### src/rtl/raw_data_pkg.sv
// Shared types and the round-robin pick function used by the raw-data arbiter
// and by any later multi-queue block that needs the same priority rotation.
package raw_data_pkg;

    localparam int RAW_DATA_W = 64;
    localparam int RR_MAX_SRC = 16;

    typedef enum logic [2:0] {
        IDLE,
        POP,
        FETCH,
        READY,
        HOLD
    } arb_state_e;

    typedef struct packed {
        logic       found;
        logic [3:0] idx;
    } rr_pick_t;

    // First set bit of req at or after ptr, wrapping modulo n (n <= RR_MAX_SRC).
    // Walk the offsets from the far end so the nearest hit overwrites the others.
    function automatic rr_pick_t rr_pick(input logic [RR_MAX_SRC-1:0] req,
                                         input logic [3:0]            ptr,
                                         input int                    n);
        rr_pick_t   r;
        int         i;
        logic [3:0] i4;
        r = '0;
        for (int off = RR_MAX_SRC - 1; off >= 0; off--) begin
            if (off < n) begin
                i = int'(ptr) + off;
                if (i >= n) i = i - n;
                i4 = 4'(i);
                if (req[i4]) begin
                    r.found = 1'b1;
                    r.idx   = i4;
                end
            end
        end
        return r;
    endfunction

endpackage

### src/rtl/rr_pick_comb.sv
// Combinational round-robin priority picker: lowest requesting index at or
// after ptr_i, wrapping at NUM_SRC-1 (NUM_SRC need not be a power of two).
module rr_pick_comb
    import raw_data_pkg::*;
#(
    parameter int NUM_SRC = 4,
    parameter int SRC_W   = $clog2(NUM_SRC)
) (
    input  logic [NUM_SRC-1:0] req_i,
    input  logic [SRC_W-1:0]   ptr_i,
    output logic [SRC_W-1:0]   idx_o,
    output logic               found_o
);

    rr_pick_t pick;

    always_comb begin
        pick = rr_pick(RR_MAX_SRC'(req_i), 4'(ptr_i), NUM_SRC);
    end

    assign idx_o   = SRC_W'(pick.idx);
    assign found_o = pick.found;

endmodule

### src/rtl/raw_data_arbiter.sv
// Per-message round-robin arbiter feeding one serializer from NUM_SRC raw-data
// FIFOs; a grant is held until the last-tagged word of the message is accepted.
module raw_data_arbiter
    import raw_data_pkg::*;
#(
    parameter int NUM_SRC = 4,
    parameter int DATA_W  = RAW_DATA_W,
    parameter int SRC_W   = $clog2(NUM_SRC)
) (
    input  logic                      clk,
    input  logic                      reset,
    input  logic [NUM_SRC-1:0]        fifo_empty,
    input  logic [NUM_SRC*DATA_W-1:0] fifo_data,
    input  logic [NUM_SRC-1:0]        fifo_last,
    output logic [NUM_SRC-1:0]        fifo_pop,
    output logic [DATA_W-1:0]         raw_data,
    output logic                      raw_data_last,
    output logic [SRC_W-1:0]          raw_data_src,
    output logic                      raw_data_valid,
    input  logic                      raw_data_accepted,
    output logic                      busy
);

    arb_state_e        state_q;
    logic [SRC_W-1:0]  rr_ptr_q;
    logic [SRC_W-1:0]  grant_q;
    logic [DATA_W-1:0] raw_data_q;
    logic              raw_last_q;
    logic [SRC_W-1:0]  raw_src_q;
    logic              raw_valid_q;
    logic [SRC_W-1:0]  pick_idx;
    logic              pick_found;
    logic [SRC_W-1:0]  rr_ptr_d;

    rr_pick_comb #(
        .NUM_SRC (NUM_SRC),
        .SRC_W   (SRC_W)
    ) u_pick (
        .req_i   (~fifo_empty),
        .ptr_i   (rr_ptr_q),
        .idx_o   (pick_idx),
        .found_o (pick_found)
    );

    // Explicit wrap so non-power-of-two NUM_SRC never points past the last source.
    assign rr_ptr_d = (grant_q == SRC_W'(NUM_SRC - 1)) ? '0 : grant_q + 1'b1;

    always_ff @(posedge clk or negedge reset) begin
        if (!reset) begin
            state_q     <= IDLE;
            rr_ptr_q    <= '0;
            grant_q     <= '0;
            raw_data_q  <= '0;
            raw_last_q  <= 1'b0;
            raw_src_q   <= '0;
            raw_valid_q <= 1'b0;
        end else begin
            case (state_q)
                IDLE: begin
                    if (pick_found) begin
                        grant_q <= pick_idx;
                        state_q <= POP;
                    end
                end
                POP: state_q <= FETCH;
                FETCH: begin
                    raw_data_q  <= fifo_data[int'(grant_q)*DATA_W +: DATA_W];
                    raw_last_q  <= fifo_last[grant_q];
                    raw_src_q   <= grant_q;
                    raw_valid_q <= 1'b1;
                    state_q     <= READY;
                end
                READY: begin
                    if (raw_data_accepted) begin
                        raw_valid_q <= 1'b0;
                        if (raw_last_q) begin
                            rr_ptr_q <= rr_ptr_d;
                            state_q  <= IDLE;
                        end else if (!fifo_empty[grant_q]) begin
                            state_q <= POP;
                        end else begin
                            state_q <= HOLD;
                        end
                    end
                end
                // Mid-message stall: other requesters wait, the grant stays put.
                HOLD: begin
                    if (!fifo_empty[grant_q]) state_q <= POP;
                end
                default: state_q <= IDLE;
            endcase
        end
    end

    always_comb begin
        fifo_pop = '0;
        if (state_q == POP) fifo_pop[grant_q] = 1'b1;
    end

    assign raw_data       = raw_data_q;
    assign raw_data_last  = raw_last_q;
    assign raw_data_src   = raw_src_q;
    assign raw_data_valid = raw_valid_q;
    assign busy           = (state_q != IDLE);

endmodule

### config.mk
export PLATFORM = sky130hd
export DESIGN_NAME = raw_data_arbiter
export DESIGN_NICKNAME = d
export VERILOG_FILES = /design/src/rtl/raw_data_pkg.sv /design/src/rtl/rr_pick_comb.sv /design/src/rtl/raw_data_arbiter.sv
export SDC_FILE = /design/constraint.sdc
export NUM_CORES = 1
export LEC_CHECK = 0
export ABC_CLOCK_PERIOD_IN_PS = 4059
export CORE_UTILIZATION = 30
export CTS_CLUSTER_SIZE = 24
export DETAILED_ROUTE_END_ITERATION = 8
export PLACE_DENSITY = 0.71
export SLEW_MARGIN = 0
export SYNTH_ARGS = -nofsm -noshare
export SYNTH_HDL_FRONTEND = slang
export SYNTH_HIERARCHICAL = 1
export SYNTH_SLANG_ARGS = --single-unit
export TNS_END_PERCENT = 30
### constraint.sdc
create_clock -name clk -period 4.06 [get_ports clk]
set_input_delay 0.812 -clock clk [delete_from_list [all_inputs] [get_ports clk]]
set_output_delay 0.812 -clock clk [all_outputs]
set_load 0.03 [all_outputs]
==> results of run 1 <==
-- cell usage after synthesis, drive strengths merged, types with 2 or more instances --
cell type  number
a31oi           2
nor3            3
a21oi           3
o21ai           8
o211ai          3
buf            23
mux4           65
nor2            4
nand2b          3
nor4b           2
and3            3
nand4b          2
mux2i           5
ha              9
and2            4
nand2          11
nand3           3
mux2           70
clkbuf          5
inv            11
o2bb2ai         2
dfrtp          75
a21o            4
-- sequential cells by signal, summed over array words and instances, names as in the netlist --
name            count
state_q             3
raw_data_last       1
rr_ptr_q            2
raw_data           64
raw_data_src        2
grant_q             2
raw_data_valid      1
-- per-layer routing --
layer / track usage [%] / vias up / share of wire [%]
li1: - / 1949 / -
met1: 23.2 / 2133 / 39
met2: 36.7 / 233 / 53
met3: 4.82 / 22 / 6.4
met4: 6.85 / 0 / 1.9
met5: 0 / - / 0
-- final timing paths --
| kind | start | end | cells after the start |
|---|---|---|---|
| worst max-delay path | state_q[0] | fifo_pop[1] | 4 |
| worst min-delay path | raw_data_valid | raw_data_valid | 1 |
| worst max register to register | rr_ptr_q[0] | grant_q[1] | 7 |
| worst min register to register | raw_data_valid | raw_data_valid | 1 |
| max in group asynchronous | reset | grant_q[0] | 1 |
| min in group asynchronous | reset | raw_data[37] | 1 |
-- cell families after synthesis --
kind of cell,after synthesis,synth area share [%]
AO/OA/AOI/OAI,27,3.76
adder cells (fa/ha/maj),9,2.24
buffers and inverters,39,5.15
flip-flops,75,37.3
multiplexers,140,47.2
AND/OR/NAND/NOR,38,4.28
-- area by class of cell --
class | count | area share, %
Clock buffer | 11 | 2.76
Tap cell | 216 | 3.07
Multi-Input combinational cell | 214 | 32.8
Sequential cell | 75 | 21.4
Inverter | 11 | 0.469
Clock inverter | 5 | 0.427
Timing Repair Buffer | 345 | 39.0
-- metrics by stage --
stage	instance area [um2]	hold WS, ns	setup WS [ns]	utilization (%)	std cells
final	8800	0.495	1.07	54.6	877
after global placement	8520	0.462	1.31	52.9	861
after detailed placement	8520	0.482	1.18	52.9	861
after CTS	8800	0.494	1.05	54.6	877
after floorplan	5030	0.516	1.95	-	328
after global routing	8800	0.522	0.895	54.6	877
-- report_power, final --
part / internal [W] / switching (W) / total, W
Sequential: 0.00115 / 0.000272 / 0.00142
Combinational: 0.00212 / 0.00194 / 0.00407
Clock: 0.000432 / 0.000314 / 0.000746
-- critical path, delay by kind of cell, from the launching register on --
kind	cells	cell delay, ns
DFF	1	0.50
and+or+nand+nor	2	0.56
buffers and inverters	2	0.77
==> flow_summary.ini, run 1 <==
[floorplanning]
pin_count = 340
die_height_um = 131
die_width_um = 131
start_util_pct = 31.2
die_area_um2 = 17300
core-area_um2 = 16100
num_rows = 46

[final_layout]
area_growth_pct = 75.1
finalNetCount = 932
multiInputGateArea_um2 = 2890
nFillCells = 1322
seqCellArea_um2 = 1880
diodes = 0
final_cell_mix = clkdlybuf4s50_1 (338), dfrtp_1 (73), mux4_2 (65)
final_layout_size_suffix_gt1_share_pct = 24.8
final_common_cell = clkdlybuf4s50_1

[logic_synthesis]
syn_avg_cell_area_um2 = 15.3
synth_top_area_share_pct = 37.3
synth_nets = 604
synth-main-ff-cell = dfrtp_1
synth_seq_cells = 75
async_flop_share_pct = 100
netlist_area_um2 = 5030
yosysUniqueCellTypes = 37
synthTopCellsByArea = dfrtp_1 (37%), mux4_2 (29%), mux2_2 (11%)
yosys_warnings = 6
seq_area_frac_synth_pct = 37.3
yosys.area.top_type = dfrtp_1
synth-edff-count = 0
synth_cells = 328

[critical_path]
arrival_ns = 2.17
worst_setup_path_start_kind = flip-flop
cp-end-kind = primary output
required_ns = 3.25
rrSetupSlack_ns = 1.46
critPathKind = flip-flop to primary output
cp_slowest_cell = clkdlybuf4s50_1
cp_slowest_stage_delay_ns = 0.67
path_max_fanout = 9
cp_cell_sequence = inv_1, nor3_1, and2_1, clkdlybuf4s50_1

[clock_tree]
ctsResizeCount = 0
hold_buffers = 0
cts_tree = done
cts_buffers = 9
clockRootBuffer = clkbuf_16
clk_latency_ns = 0.34
ctsLongestPathBuffers = 2
clk_pin_slew_ns = 0.06
cts.sinks = 75
htreeDepth = 3
post-cts-setup-buffers = 0

[power_and_ir_drop]
p_leak_nw = 3.38
power_density_nw_per_um2 = 709
peakVddDrop_uv = 437
p_total_w = 0.00624

[placement]
portBuffers = 339
dp_hpwl_mm = 13.6
place_congestion = 0.964

[global_routing]
grt_max_degree = 76
antenna_found_initial = 0
first_global_vias = 4732
grt_use_total_pct = 20.3
grt_pass1_wl_mm = 26.8
gr-total-overflow = 0

[route]
detail_route.wl_per_cell_um = 19.6
drt-pass1-iter-count = 4
via_per_inst = 4.95
vias = 4337
wirelength_mm = 17.2
antenna_left = 0
drc = 0
drtIter0Drc = 176

[timing]
tns_ns = 0
rsz0062_at_grt = no
period_share_pct = 73.6
finalSetupViolations = 0
final_hold_viol_count = 0
fmax_mhz = 335
worstMarginPinSlew_ns = 0.961
fin_skew_ns = 0.00829
max_slew_margin_pct = 35.9
period_needed_ns = 2.99
final_max_slew_viol_count = 0

[status]
status = completed

[worst_hold_path]
min_path_type = flip-flop to flip-flop

[job]
drv_cap = 0
Power figures use the tool's default switching activity.
==> run 2, diff against run 1 <==
--- a/config.mk
+++ b/config.mk
@@ -5,7 +5,7 @@
 export SDC_FILE = /design/constraint.sdc
 export NUM_CORES = 1
 export LEC_CHECK = 0
-export ABC_CLOCK_PERIOD_IN_PS = 4059
+export ABC_CLOCK_PERIOD_IN_PS = 2980
 export CORE_UTILIZATION = 30
 export CTS_CLUSTER_SIZE = 24
 export DETAILED_ROUTE_END_ITERATION = 8
==> constraint.sdc (replaced) <==
create_clock -name clk -period 2.98 [get_ports clk]
set_input_delay 0.596 -clock clk [delete_from_list [all_inputs] [get_ports clk]]
set_output_delay 0.596 -clock clk [all_outputs]
set_load 0.03 [all_outputs]
==> run 2 against run 1 <==
  * Utilization up 0.32 points
  * Cell count grew 0.11%
  * Global-route usage increased by 0.61 points
  * Register-to-register slack got worse by 1.1 ns
  * Clock skew fell by 0.0029 ns
  * Critical path depth unchanged
  * Critical endpoint unchanged
  * Largest cell class unchanged
==> flow_summary.ini, run 2 (synthesis gave the netlist of run 1 again) <==
[route]
drtIter0Drc = 164
detail_route.wl_per_cell_um = 19.9
drt-pass1-iter-count = 6
vias = 4386
wirelength_mm = 17.5
via_per_inst = 5.00
antenna_left = 0
drc = 0

[worst_hold_path]
min_path_type = input pin to async pin

[critical_path]
cp-end-kind = primary output
r2r_end = grant_q[1]
cp_slowest_stage_delay_ns = 0.67
cp_slowest_cell = clkdlybuf4s50_1
rrSetupSlack_ns = 0.36
cp_cell_sequence = inv_1, nor3_1, and2_1, clkdlybuf4s50_1
critPathKind = flip-flop to primary output
path_max_fanout = 9
arrival_ns = 2.22
required_ns = 2.38
r2r_cells = 8
timing.rr.start = rr_ptr_q[0]
worst_setup_path_start_kind = flip-flop

[floorplanning]
die_height_um = 131
num_rows = 46
die_width_um = 131
core-area_um2 = 16100
pin_count = 340
die_area_um2 = 17300
start_util_pct = 31.2

[final_layout]
finalNetCount = 933
final_common_cell = clkdlybuf4s50_1
fin_util_pct = 54.9
area_growth_pct = 76.1
diodes = 0
largest_register_ffs = 64
final_cell_mix = clkdlybuf4s50_1 (338), dfrtp_1 (73), mux4_2 (65)
final_layout_size_suffix_gt1_share_pct = 25.1

[timing]
whs_ns = 0.340
finalSetupViolations = 0
final_hold_viol_count = 0
tns_ns = 0
period_share_pct = 94.6
rsz0062_at_grt = no
fmax_mhz = 355
period_needed_ns = 2.82
worstMarginPinSlew_ns = 0.820
max_slew_margin_pct = 45.3
final_max_slew_viol_count = 0
fin_skew_ns = 0.00534

[clock_tree]
clockRootBuffer = clkbuf_16
clk_pin_slew_ns = 0.06
ctsLongestPathBuffers = 2
htreeDepth = 3
post-cts-setup-buffers = 0
ctsResizeCount = 0
clk_latency_ns = 0.34
cts_tree = done
cts.sinks = 75
hold_buffers = 0
cts_buffers = 9

[power_and_ir_drop]
power_density_nw_per_um2 = 981
p_comb_share_pct = 63.9
sw_frac_of_total_pct = 40.1
clkPwrFrac_pct = 13.7
p_leak_nw = 3.41
peakVddDrop_uv = 580
p_seq_share_pct = 22.4
intPower_w = 0.00520
switchingPower_w = 0.00348
p_total_w = 0.00869

[global_routing]
grt_pass1_wl_mm = 27.4
gr-total-overflow = 0
grt_use_total_pct = 20.9
first_global_vias = 4879
antenna_found_initial = 0
grt_max_degree = 63

[job]
drv_cap = 0

[placement]
place_congestion = 0.975
dp_hpwl_mm = 13.8
portBuffers = 339

[status]
status = completed
==> run 2: cell count changes in the layout (fill, tap and decap cells not counted), sizes merged <==
cell / before / now
clkinvlp: 2 / 1
buf: 7 / 8
inv: 12 / 13
clkbuf: 11 / 9
bufinv: 0 / 2
==> run 2: routing by layer <==
layer | up-vias | routed length (um) | global-route usage [%]
li1 | 1946 | - | -
met1 | 2188 | 6470 | 22.8
met2 | 230 | 9480 | 38.9
met3 | 22 | 1240 | 5.21
met4 | 0 | 299 | 6.91
met5 | - | 0 | 0
==> run 2: area by class of cell <==
class,count,area (um2)
clock buffers,9,225
clock inverters,7,98.8
fillers,1314,7260
inverters,11,41.3
multi-input cells,214,2890
flip-flops and latches,75,1880
well taps,216,270
repair buffers,346,3440
==> run 2: worst max-delay path: cells and delay by family, from the launching register on <==
family | cells | cell delay (ns)
flops | 1 | 0.51
simple gates | 2 | 0.60
buf+inv | 2 | 0.77
==> run 2: power groups by stage <==
| stage | registers, W | logic [W] | clock network [W] |
|---|---|---|---|
| after floorplan | 0.00279 | 0.00292 | 0 |
| final | 0.00194 | 0.00555 | 0.00119 |
| after global routing | 0.00202 | 0.00589 | 0.00127 |
| after global placement | 0.00193 | 0.00548 | 0 |
| after detailed placement | 0.00196 | 0.00558 | 0 |
| after CTS | 0.00195 | 0.00561 | 0.00122 |
==> run 2: how the worst max path moves through the flow <==
stage / from / to / slack, ns / cells after the start
6_report: state_q[0] / fifo_pop[1] / 0.16 / 4
5_1_grt: state_q[0] / fifo_pop[3] / 0.03 / 4
4_1_cts: state_q[0] / fifo_pop[1] / 0.17 / 4
3_5_place_dp: fifo_empty[3] / grant_q[1] / 0.32 / 8
3_3_place_gp: fifo_empty[3] / grant_q[1] / 0.45 / 8
2_1_floorplan: rr_ptr_q[1] / grant_q[0] / 0.89 / 8
==> run 2: stage by stage <==
stage                     setup slack [ns]  cell area (um2)  cells
after floorplan                      0.892             5030    328
final                                0.161             8850    878
after global routing                0.0303             8850    878
after global placement               0.449             8530    862
after CTS                            0.169             8850    878
after detailed placement             0.322             8530    862
==> run 3, diff against run 2 <==
--- a/config.mk
+++ b/config.mk
@@ -6,10 +6,14 @@
 export NUM_CORES = 1
 export LEC_CHECK = 0
 export ABC_CLOCK_PERIOD_IN_PS = 2980
-export CORE_UTILIZATION = 30
+export CELL_PAD_IN_SITES_DETAIL_PLACEMENT = 2
+export CELL_PAD_IN_SITES_GLOBAL_PLACEMENT = 2
+export CORE_ASPECT_RATIO = 1.75
+export CORE_UTILIZATION = 22
 export CTS_CLUSTER_SIZE = 24
 export DETAILED_ROUTE_END_ITERATION = 8
-export PLACE_DENSITY = 0.71
+export HOLD_SLACK_MARGIN = 0.02
+export PLACE_DENSITY = 0.83
 export SLEW_MARGIN = 0
 export SYNTH_ARGS = -nofsm -noshare
 export SYNTH_HDL_FRONTEND = slang
==> run 3 against run 2 <==
  * Sequential share of layout area down 0.28 points
  * Utilization down 15 points
  * Critical path depth unchanged
  * Global-route usage is 0.055 points higher
  * Combinational power grew 4.7%
  * Critical path type unchanged
  * Critical endpoint is now fifo_pop[0]
==> flow_summary.ini, run 3 (synthesis gave the netlist of run 1 again) <==
[status]
status = completed

[route]
vias = 4526
detail_route.wl_per_cell_um = 25.3
antenna_left = 0
drtIter0Drc = 137
drt-pass1-iter-count = 4
wirelength_mm = 24.4
drc = 0
via_per_inst = 4.70

[placement]
portBuffers = 339
dp_hpwl_mm = 20.2
place_congestion = 0.891
place_ws_ns = 0.229

[clock_tree]
clockRootBuffer = clkbuf_16
post-cts-setup-buffers = 0
clk_latency_ns = 0.34
ctsResizeCount = 0
htreeDepth = 3
ctsLongestPathBuffers = 2
cts.sinks = 75
clk_pin_slew_ns = 0.06
hold_buffers = 0
cts_tree = done
cts_buffers = 9

[critical_path]
timing.rr.start = rr_ptr_q[0]
cp_slowest_cell = clkdlybuf4s50_1
rrSetupSlack_ns = 0.30
r2r_end = grant_q[0]
r2r_cells = 7
arrival_ns = 2.13
required_ns = 2.38
path_max_fanout = 9
cp-end-kind = primary output
cp_cell_sequence = inv_1, nor3_2, and2_1, clkdlybuf4s50_1
worst_setup_path_start_kind = flip-flop
cp-startpoint = state_q[0]
critPathKind = flip-flop to primary output
cp_slowest_stage_delay_ns = 0.68
path_buf_inv = 2
crit_family = buffers and inverters

[worst_hold_path]
min_path_type = input pin to async pin

[global_routing]
grt_use_total_pct = 20.9
grt_max_degree = 69
gr-total-overflow = 0
first_global_vias = 5349
grt_pass1_wl_mm = 34.7
antenna_found_initial = 7

[floorplanning]
die_area_um2 = 23500
die_width_um = 116
die_height_um = 202
start_util_pct = 22.6
core-area_um2 = 22300
pin_count = 340
num_rows = 72

[final_layout]
largest_register_ffs = 64
final_cell_mix = clkdlybuf4s50_1 (338), dfrtp_1 (73), mux4_2 (65)
final_common_cell = clkdlybuf4s50_1
final_layout_size_suffix_gt1_share_pct = 24.7
finalNetCount = 931
area_growth_pct = 78.7

[power_and_ir_drop]
peakVddDrop_uv = 1370
p_leak_nw = 3.40
power_density_nw_per_um2 = 995

[timing]
max_slew_margin_pct = 30.3
tns_ns = 0
rsz0062_at_grt = no
period_needed_ns = 2.73
fmax_mhz = 367
final_hold_viol_count = 0
final_max_slew_viol_count = 0
finalSetupViolations = 0
worst_slack_ns = 0.252
period_share_pct = 91.5
worstMarginPinSlew_ns = 1.05
fin_skew_ns = 0.00655

[job]
drv_cap = 0
run 3: changes by cell type in the layout (fill, tap and decap cells not counted):
cell	previous run	this run
nor3_1	3	2
clkbuf_8	0	2
bufinv_16	2	1
buf_4	8	3
dfrtp_2	1	0
clkinv_2	1	0
buf_12	0	3
clkbuf_1	0	2
nor3_2	0	1
dfrtp_4	1	2
inv_6	2	0
diode_2	0	7
run 3: layout make-up:
class                      instances  area [um2]
sequential                        75        1880
clock buffer                      13         260
tap                              296         370
clock inverter                     3        46.3
fill                            2271       13300
timing repair buffer             344        3470
antenna                            7        17.5
multi-input combinational        214        2900
inverter                          11        41.3
run 3: worst register-to-register path, stage by stage, from the launching register on:
cell,delay [ns]
dfrtp_1,0.69
inv_1,0.23
ha_1,0.46
a211oi_2,0.22
a31oi_1,0.09
nand4b_1,0.16
nor4b_1,0.49
o21ai_0,0.18
run 3: layer usage:
metal | GRT usage (%) | vias to the layer above | share of wire [%]
li1 | - | 1951 | -
met1 | 18.9 | 2288 | 31
met2 | 40.3 | 229 | 57
met3 | 5.70 | 56 | 7.5
met4 | 11.3 | 2 | 4.5
met5 | 0 | - | 0.074
run 3: metrics by stage:
| stage | utilization [%] | area [um2] | cells | hold WS (ns) | power, W |
|---|---|---|---|---|---|
| final | 40.4 | 8980 | 963 | 0.217 | 0.00894 |
| after global routing | 40.4 | 8980 | 963 | 0.233 | 0.00944 |
| after CTS | 40.3 | 8960 | 956 | 0.212 | 0.00909 |
| after detailed placement | 38.9 | 8650 | 940 | 0.477 | 0.00790 |
| after global placement | 38.9 | 8650 | 940 | 0.467 | 0.00762 |
| after floorplan | - | 5030 | 328 | 0.300 | 0.00570 |
run 3: worst max-delay path by stage:
stage / endpoint / slack [ns] / depth (start not counted)
after CTS: fifo_pop[0] / 0.10 / 4
after global placement: grant_q[0] / 0.41 / 8
final: fifo_pop[0] / 0.25 / 4
after detailed placement: grant_q[1] / 0.23 / 8
after floorplan: grant_q[0] / 0.89 / 8
after global routing: grant_q[0] / 0.09 / 7
run 3: report_power, final:
group          leakage, nW  switching, W  internal [W]  total (W)
sequential           0.881      0.000424       0.00157    0.00200
combinational         2.38       0.00287       0.00294    0.00581
clock                0.146      0.000432      0.000697    0.00113
